$ cat src/rtl/alarm_annunciator.sv
// Sequential back end for the zone alarm detector: debounces ALARM, latches the zone pattern,
// blinks the siren until acknowledged. Optional event counter: define ALARM_EVENT_COUNT_EN.
module alarm_annunciator #(
  parameter int DEBOUNCE_CYC = 4,
  parameter int BLINK_HALF   = 3,
  parameter int CNT_W        = 8
) (
  input  logic             clk,
  input  logic             rst,
  input  logic             alarm_in,
  input  logic [4:0]       zone_in,
  input  logic             ack,
  output logic             siren,
  output logic             alarm_led,
  output logic [4:0]       zone_latched,
  output logic             busy,
`ifdef ALARM_EVENT_COUNT_EN
  output logic [CNT_W-1:0] event_cnt,
`endif
  output logic [1:0]       dbg_state_o
);

  localparam int DB_W = $clog2(DEBOUNCE_CYC + 1);
  localparam int BL_W = (BLINK_HALF > 1) ? $clog2(BLINK_HALF) : 1;
  localparam logic [DB_W-1:0] DB_LAST = DB_W'(DEBOUNCE_CYC);
  localparam logic [BL_W-1:0] BL_LAST = BL_W'(BLINK_HALF - 1);

  typedef enum logic [1:0] {
    S_IDLE     = 2'd0,
    S_DEBOUNCE = 2'd1,
    S_ACTIVE   = 2'd2,
    S_SILENCED = 2'd3
  } state_e;

  state_e            state_q, state_d;
  logic [DB_W-1:0]   db_q, db_d;
  logic [BL_W-1:0]   bl_q, bl_d;
  logic              siren_q, siren_d;
  logic              led_q, led_d;
  logic              busy_q, busy_d;
  logic [4:0]        zone_q, zone_d;
  logic              trigger;

  always_comb begin
    state_d = state_q;
    db_d    = db_q;
    bl_d    = bl_q;
    siren_d = siren_q;
    led_d   = led_q;
    zone_d  = zone_q;
    trigger = 1'b0;
    unique case (state_q)
      S_IDLE: begin
        db_d = '0;
        if (alarm_in) begin
          if (DEBOUNCE_CYC == 1) begin
            trigger = 1'b1;
          end else begin
            state_d = S_DEBOUNCE;
            db_d    = DB_W'(1);
          end
        end
      end
      S_DEBOUNCE: begin
        // Any low sample discards the accumulated count.
        if (!alarm_in) begin
          state_d = S_IDLE;
          db_d    = '0;
        end else if (db_q + DB_W'(1) == DB_LAST) begin
          trigger = 1'b1;
        end else begin
          db_d = db_q + DB_W'(1);
        end
      end
      S_ACTIVE: begin
        if (ack) begin
          siren_d = 1'b0;
          bl_d    = '0;
          if (alarm_in) begin
            state_d = S_SILENCED;
          end else begin
            state_d = S_IDLE;
            led_d   = 1'b0;
          end
        end else if (bl_q == BL_LAST) begin
          bl_d    = '0;
          siren_d = ~siren_q;
        end else begin
          bl_d = bl_q + BL_W'(1);
        end
      end
      S_SILENCED: begin
        siren_d = 1'b0;
        if (!alarm_in) begin
          state_d = S_IDLE;
          led_d   = 1'b0;
        end
      end
      default: state_d = S_IDLE;
    endcase
    if (trigger) begin
      state_d = S_ACTIVE;
      zone_d  = zone_in;
      siren_d = 1'b1;
      led_d   = 1'b1;
      bl_d    = '0;
      db_d    = '0;
    end
    busy_d = (state_d != S_IDLE);
  end

  always_ff @(posedge clk) begin
    if (rst) begin
      state_q <= S_IDLE;
      db_q    <= '0;
      bl_q    <= '0;
      siren_q <= 1'b0;
      led_q   <= 1'b0;
      busy_q  <= 1'b0;
      zone_q  <= '0;
    end else begin
      state_q <= state_d;
      db_q    <= db_d;
      bl_q    <= bl_d;
      siren_q <= siren_d;
      led_q   <= led_d;
      busy_q  <= busy_d;
      zone_q  <= zone_d;
    end
  end

`ifdef ALARM_EVENT_COUNT_EN
  logic [CNT_W-1:0] ev_q;

  // Saturating count of triggers; only reset clears it.
  always_ff @(posedge clk) begin
    if (rst) begin
      ev_q <= '0;
    end else if (trigger && (ev_q != {CNT_W{1'b1}})) begin
      ev_q <= ev_q + CNT_W'(1);
    end
  end

  assign event_cnt = ev_q;
`endif

  assign siren        = siren_q;
  assign alarm_led    = led_q;
  assign zone_latched = zone_q;
  assign busy         = busy_q;
  assign dbg_state_o  = state_q;

endmodule

$ cat config.mk
export PLATFORM = sky130hd
export DESIGN_NAME = alarm_annunciator
export DESIGN_NICKNAME = d
export VERILOG_FILES = /design/src/rtl/alarm_annunciator.sv
export SDC_FILE = /design/constraint.sdc
export NUM_CORES = 1
export LEC_CHECK = 0
export ABC_AREA = 1
export BUFFER_PORTS_ARGS = -buffer_cell sky130_fd_sc_hd__buf_2
export CAP_MARGIN = 20
export CORE_MARGIN = 1.5
export CORE_UTILIZATION = 47
export CTS_BUF_LIST = sky130_fd_sc_hd__clkbuf_4 sky130_fd_sc_hd__clkbuf_8
export DETAILED_ROUTE_END_ITERATION = 12
export PLACE_DENSITY = 0.76
export REMOVE_ABC_BUFFERS = 1
export SYNTH_ARGS = -nofsm -noshare
export SYNTH_HDL_FRONTEND = slang
export SYNTH_SLANG_ARGS = --single-unit
export TNS_END_PERCENT = 10
$ cat constraint.sdc
create_clock -name clk -period 1.2 [get_ports clk]
set_input_delay 0.06 -clock clk [delete_from_list [all_inputs] [get_ports clk]]
set_output_delay 0.06 -clock clk [all_outputs]
set_load 0.01 [all_outputs]
After elaboration in Yosys (flattened, before gate mapping)
Cells that the tools add are included.
{"block": "totals", "ff_bits": 15, "output_inout_bits": 10}
{"block": "classes", "addsub": 2, "eq_ne": 8, "muxes": 23, "n_bitwise": 1, "reduce_logical": 9}
{"operator": "two-way mux 2 bit", "count": 7}
{"operator": "two-way mux 1 bit", "count": 10}
{"operator": "== test 2 bit (second input constant)", "count": 3}
{"operator": "two-way mux 3 bit", "count": 2}
{"operator": "inequality test 3 bit (second input constant)", "count": 2}
{"operator": "one-hot mux 2 bit (3 select lines)", "count": 1}
{"operator": "one-hot mux 3 bit (2 select lines)", "count": 1}
{"operator": "AND reduction 2 bit", "count": 3}
{"operator": "inequality test 4 bit (second input constant)", "count": 1}
{"operator": "one-hot mux 1 bit (2 select lines)", "count": 2}
{"operator": "nonzero test 2 bit", "count": 2}
{"operator": "OR reduction 2 bit", "count": 2}
{"operator": "adder 3 x 1 -> 3 bit (second input constant)", "count": 1}
{"operator": "== test 3 bit (second input constant)", "count": 1}
{"operator": "nonzero test 3 bit", "count": 1}
{"operator": "adder 2 x 1 -> 2 bit (second input constant)", "count": 1}
{"operator": "== test 2 x 1 -> 1 bit (second input constant)", "count": 1}
{"operator": "zero test 2 bit", "count": 1}
{"operator": "inverter 1 bit", "count": 1}

Logic depth before layout (Yosys ltp)
{"block": "logic_depth", "depth_word": 7, "depth_mapped": 8}

Worst setup path after synthesis
No wires, ideal clock.
{"block": "synth_timing", "kind": "reg-to-reg", "startpoint": "reg db_q[0]", "endpoint": "reg busy_q (netlist: busy)", "setup_ns": 0.075, "arrival_ns": 1.122, "required_time_ns": 1.125, "path_slack_ns": 0.003, "path_stages_with_launch": 8, "path_buffers": 0, "path_cell_list": "dfxtp_1 ha_1 ha_1 nand2_2 inv_2 nand2_1 nand2_1 o22ai_1"}
{"block": "synth_via", "elab_chain_len": 7}
{"item": "start: declaration", "line": "36", "source": "logic [DB_W-1:0] db_q, db_d;"}
{"item": "start signal: assignment", "line": "115", "source": "db_q <= '0;"}
{"item": "start signal: assignment", "line": "123", "source": "db_q <= db_d;"}
{"item": "adder 3 x 1 -> 3 bit", "line": "69", "source": "end else if (db_q + DB_W'(1) == DB_LAST) begin"}
{"item": "== test 3 bit", "line": "69"}
{"item": "two-way mux 1 bit", "line": "69"}
{"item": "two-way mux 1 bit", "line": "66", "source": "if (!alarm_in) begin"}
{"item": "two-way mux 1 bit", "line": "52", "source": "unique case (state_q)"}
{"item": "two-way mux 2 bit", "line": "101", "source": "if (trigger) begin"}
{"item": "nonzero test 2 bit", "line": "109", "source": "busy_d = (state_d != S_IDLE);"}
{"item": "end signal: assignment", "line": "127", "source": "busy_q <= busy_d;"}
{"item": "end: declaration", "line": "40", "source": "logic busy_q, busy_d;"}
Every way passes these cells.
A chain may end at the register's enable or synchronous reset.

Final worst setup path
{"block": "layout_timing", "startpoint": "reg db_q[0]", "endpoint": "reg db_q[2]"}
{"block": "layout_via", "elab_chain_len": 6, "word_cells_on_any_way": 11, "cone_classes": "1 x add/sub; 2 x eq/ne; 6 x mux; 2 x reduce/logical"}
{"item": "adder 3 x 1 -> 3 bit *", "line": "69, 72"}
{"item": "== test 3 bit", "line": "69"}
{"item": "two-way mux 1 bit", "line": "69"}
{"item": "two-way mux 1 bit", "line": "66"}
{"item": "two-way mux 1 bit", "line": "52"}
{"item": "OR reduction 2 bit (no source line)"}
Every way passes the cells marked *; elsewhere a longest branch is shown, timed or not. The select of a mux whose other input is x is not followed.

==> reports/metrics.yaml <==
status:
  status: "finished, violations left"
  failed_checks: "hold timing, setup timing"
critical_path:
  worst-path-buf-inv: 1
  cpMostUsedCell: "ha_4"
  critPathSlowestCell: "dfxtp_2"
  critPathRequiredTime_ps: 1380
  critPathMaxStageDelay_ps: 360
  timing_worst_setup_path_type: "flip-flop to flip-flop"
  path_max_fanout: 5
  crit_family: "flip-flops"
  crit_path_start_kind: "flip-flop"
  arrival_ps: 1390
  end_kind: "flip-flop"
  crit_chain: "ha_4 > ha_4 > nand3_1 > nand2_2 > inv_2 > o21ai_1 > nor2_1"
sta:
  tightest_slew_ps: 286
  hold_viol: 1
  relSlewSlack: 0.808
  min_period_over_period: 1.00
  max_freq_mhz: 831
  rsz0062_at_grt: "yes"
  clock_skew_ps: 1.06
  tns_ps: -2.82
  setup_viol_count_final: 1
  setup_slack_ps: -2.82
  drv_slew: 0
  post-route-min-period_ps: 1200
  finalHoldWorstSlack_ps: -3.38
die:
  ios: 19
  die_y_um: 40.7
  die_x_um: 40.7
  die-area_um2: 1660
  core_um2: 1320
  rows: 13
  initial_utilization: 0.508
power_and_ir_drop:
  clockPowerShare: 0.348
  p_switching_mw: 0.206
  sw_frac_of_total: 0.232
  peakVddDrop_mv: 0.546
  pwr_density_cell_nw_per_um2: 1030
  cellLeakagePower_nw: 0.423
  p_total_mw: 0.889
  p_comb_frac: 0.078
  power_frac_seq: 0.574
  power.internal_mw: 0.683
logic_synthesis:
  avgSynthCellArea_um2: 7.28
  ys_types: 16
  synth-seq-cells: 15
  ys_warn_count: 0
  ys_seq_area_frac: 0.449
  netlist_area_um2: 669
  synth_cells: 92
finish:
  area_delta_synth_final_pct: 29.5
  final_nets: 127
  register_area_um2: 303
  n_fill_cell: 112
  num_antenna_cells: 0
  drive_above_1_share: 0.348
  multi_input_area_um2: 373
placed_design:
  gp_congestion: 0.921
  post-dp-hpwl_um: 1060
  port_buffers: 18
detailed_routing:
  dr.pass1.iters: 4
  wirelength_met1_um: 716
  wl_met2_um: 635
  vias_per_cell: 5.08
  wl_per_cell_um: 11.1
  drtAntennaViolNets: 0
  vias: 661
  drc_errors: 0
  dr.max_layer_used: "met4"
  dr_wl_met3_um: 70
  drtIter0Drc: 23
  wl_um: 1440
cts:
  clk_path_buf_depth: 2
  clk_latency_ps: 280
  numCtsBuffers: 3
  cts_tree: "yes"
  cts_root_buf: "clkbuf_4"
  htree_levels: 1
  clk_pin_slew_ps: 80
  post-cts-setup-buffer-count: 0
  cts_sinks: 15
global_routing:
  grtUsageTotal: 0.197
  grt_pass1_vias: 494
  grt-ovfl-total: 0
  antenna_found_initial: 0
  grt_pass1_wl_um: 2130
  grt_max_degree: 9
hold_path:
  worstHoldPathType: "input port to flip-flop"
job:
  maxCapViolCount: 0
routing by layer:
metal	vias up	track usage
li1	337	-
met5	-	0
met3	5	0.0489
met1	301	0.295
met4	0	0.0750
met2	18	0.266
path summary, 6_finish.rpt:
path,from,endpoint,slack (ps),depth (start not counted)
max reg2reg,db_q[0],db_q[2],-3,7
min,zone_in[4],zone_latched[4],-3,3
max,db_q[0],db_q[2],-3,7
min reg2reg,zone_latched[4],zone_latched[4],440,2
synthesized netlist by cell type:
master	instances	area, um2
dfxtp_1	15	300
o22ai_1	1	6.26
nor2_1	9	33.8
a21oi_1	4	20.0
nor2_4	1	11.3
nand2_2	3	18.8
nor2_2	1	6.26
nor2_8	1	20.0
nand2_1	26	97.6
o21ai_1	3	15.0
inv_2	4	15.0
ha_1	2	25.0
clkinv_1	1	3.75
inv_1	7	26.3
o21ai_0	3	15.0
nand3_1	11	55.1
metrics by stage:
stage,util,cells,cell area [um2],setup WS (ps)
5_1_grt,0.658,130,867,-50.0
6_report,0.658,130,867,-2.82
2_1_floorplan,-,92,669,3.39
3_3_place_gp,0.596,126,786,-78.6
3_5_place_dp,0.596,126,786,-118
4_1_cts,0.655,130,863,0.789
layout by cell type (no fill, tap or decap):
cell type,count
buf_2,18
nor2_1,9
dfxtp_2,2
nand2_4,3
a21oi_2,1
o22ai_1,1
nor2_8,1
ha_4,2
clkinv_1,1
dfxtp_1,13
buf_4,1
o21ai_0,3
nand2_2,2
nor2_4,1
nand3_1,11
clkbuf_4,4
a21oi_1,3
inv_1,7
nor2_2,1
nand2_1,24
o21ai_1,3
inv_2,4
state kept, by name, summed over array words and instances (netlist names):
signal,flops
bl_q,2
dbg_state_o,2
alarm_led,1
siren,1
zone_latched,5
db_q,3
busy,1
kinds of logic after synthesis:
family          after synthesis  share of synthesized area
compound gates               11                     0.0841
flops                        15                      0.449
simple gates                 52                      0.363
buf+inv                      12                     0.0673
fa+ha+maj                     2                     0.0374
layout make-up:
cell class	instances	share of cell area
multi-input cells	65	0.430
well taps	15	0.0216
flip-flops and latches	15	0.349
clock buffers	4	0.0346
repair buffers	19	0.113
inverters	12	0.0519
power by group through the flow:
stage                     logic, mW  registers [mW]  clock network [mW]
after global placement       0.0632           0.520                   0
after CTS                    0.0686           0.510               0.308
final                        0.0691           0.510               0.310
after detailed placement     0.0635           0.520                   0
after floorplan              0.0329           0.521                   0
after global routing         0.0749           0.511               0.338
tightest hold or removal path, cell delays in order:
cell and delay [ps]:
buf_2 80, nand3_1 60, nand2_1 60
what timing repair did:
item,in CTS,in global routing
gates resized for setup,11,1
hold buffers,0,0
cloned,0,0
pin swaps,4,0
setup endpoints to repair,14,12
Power figures use the tool's default switching activity.
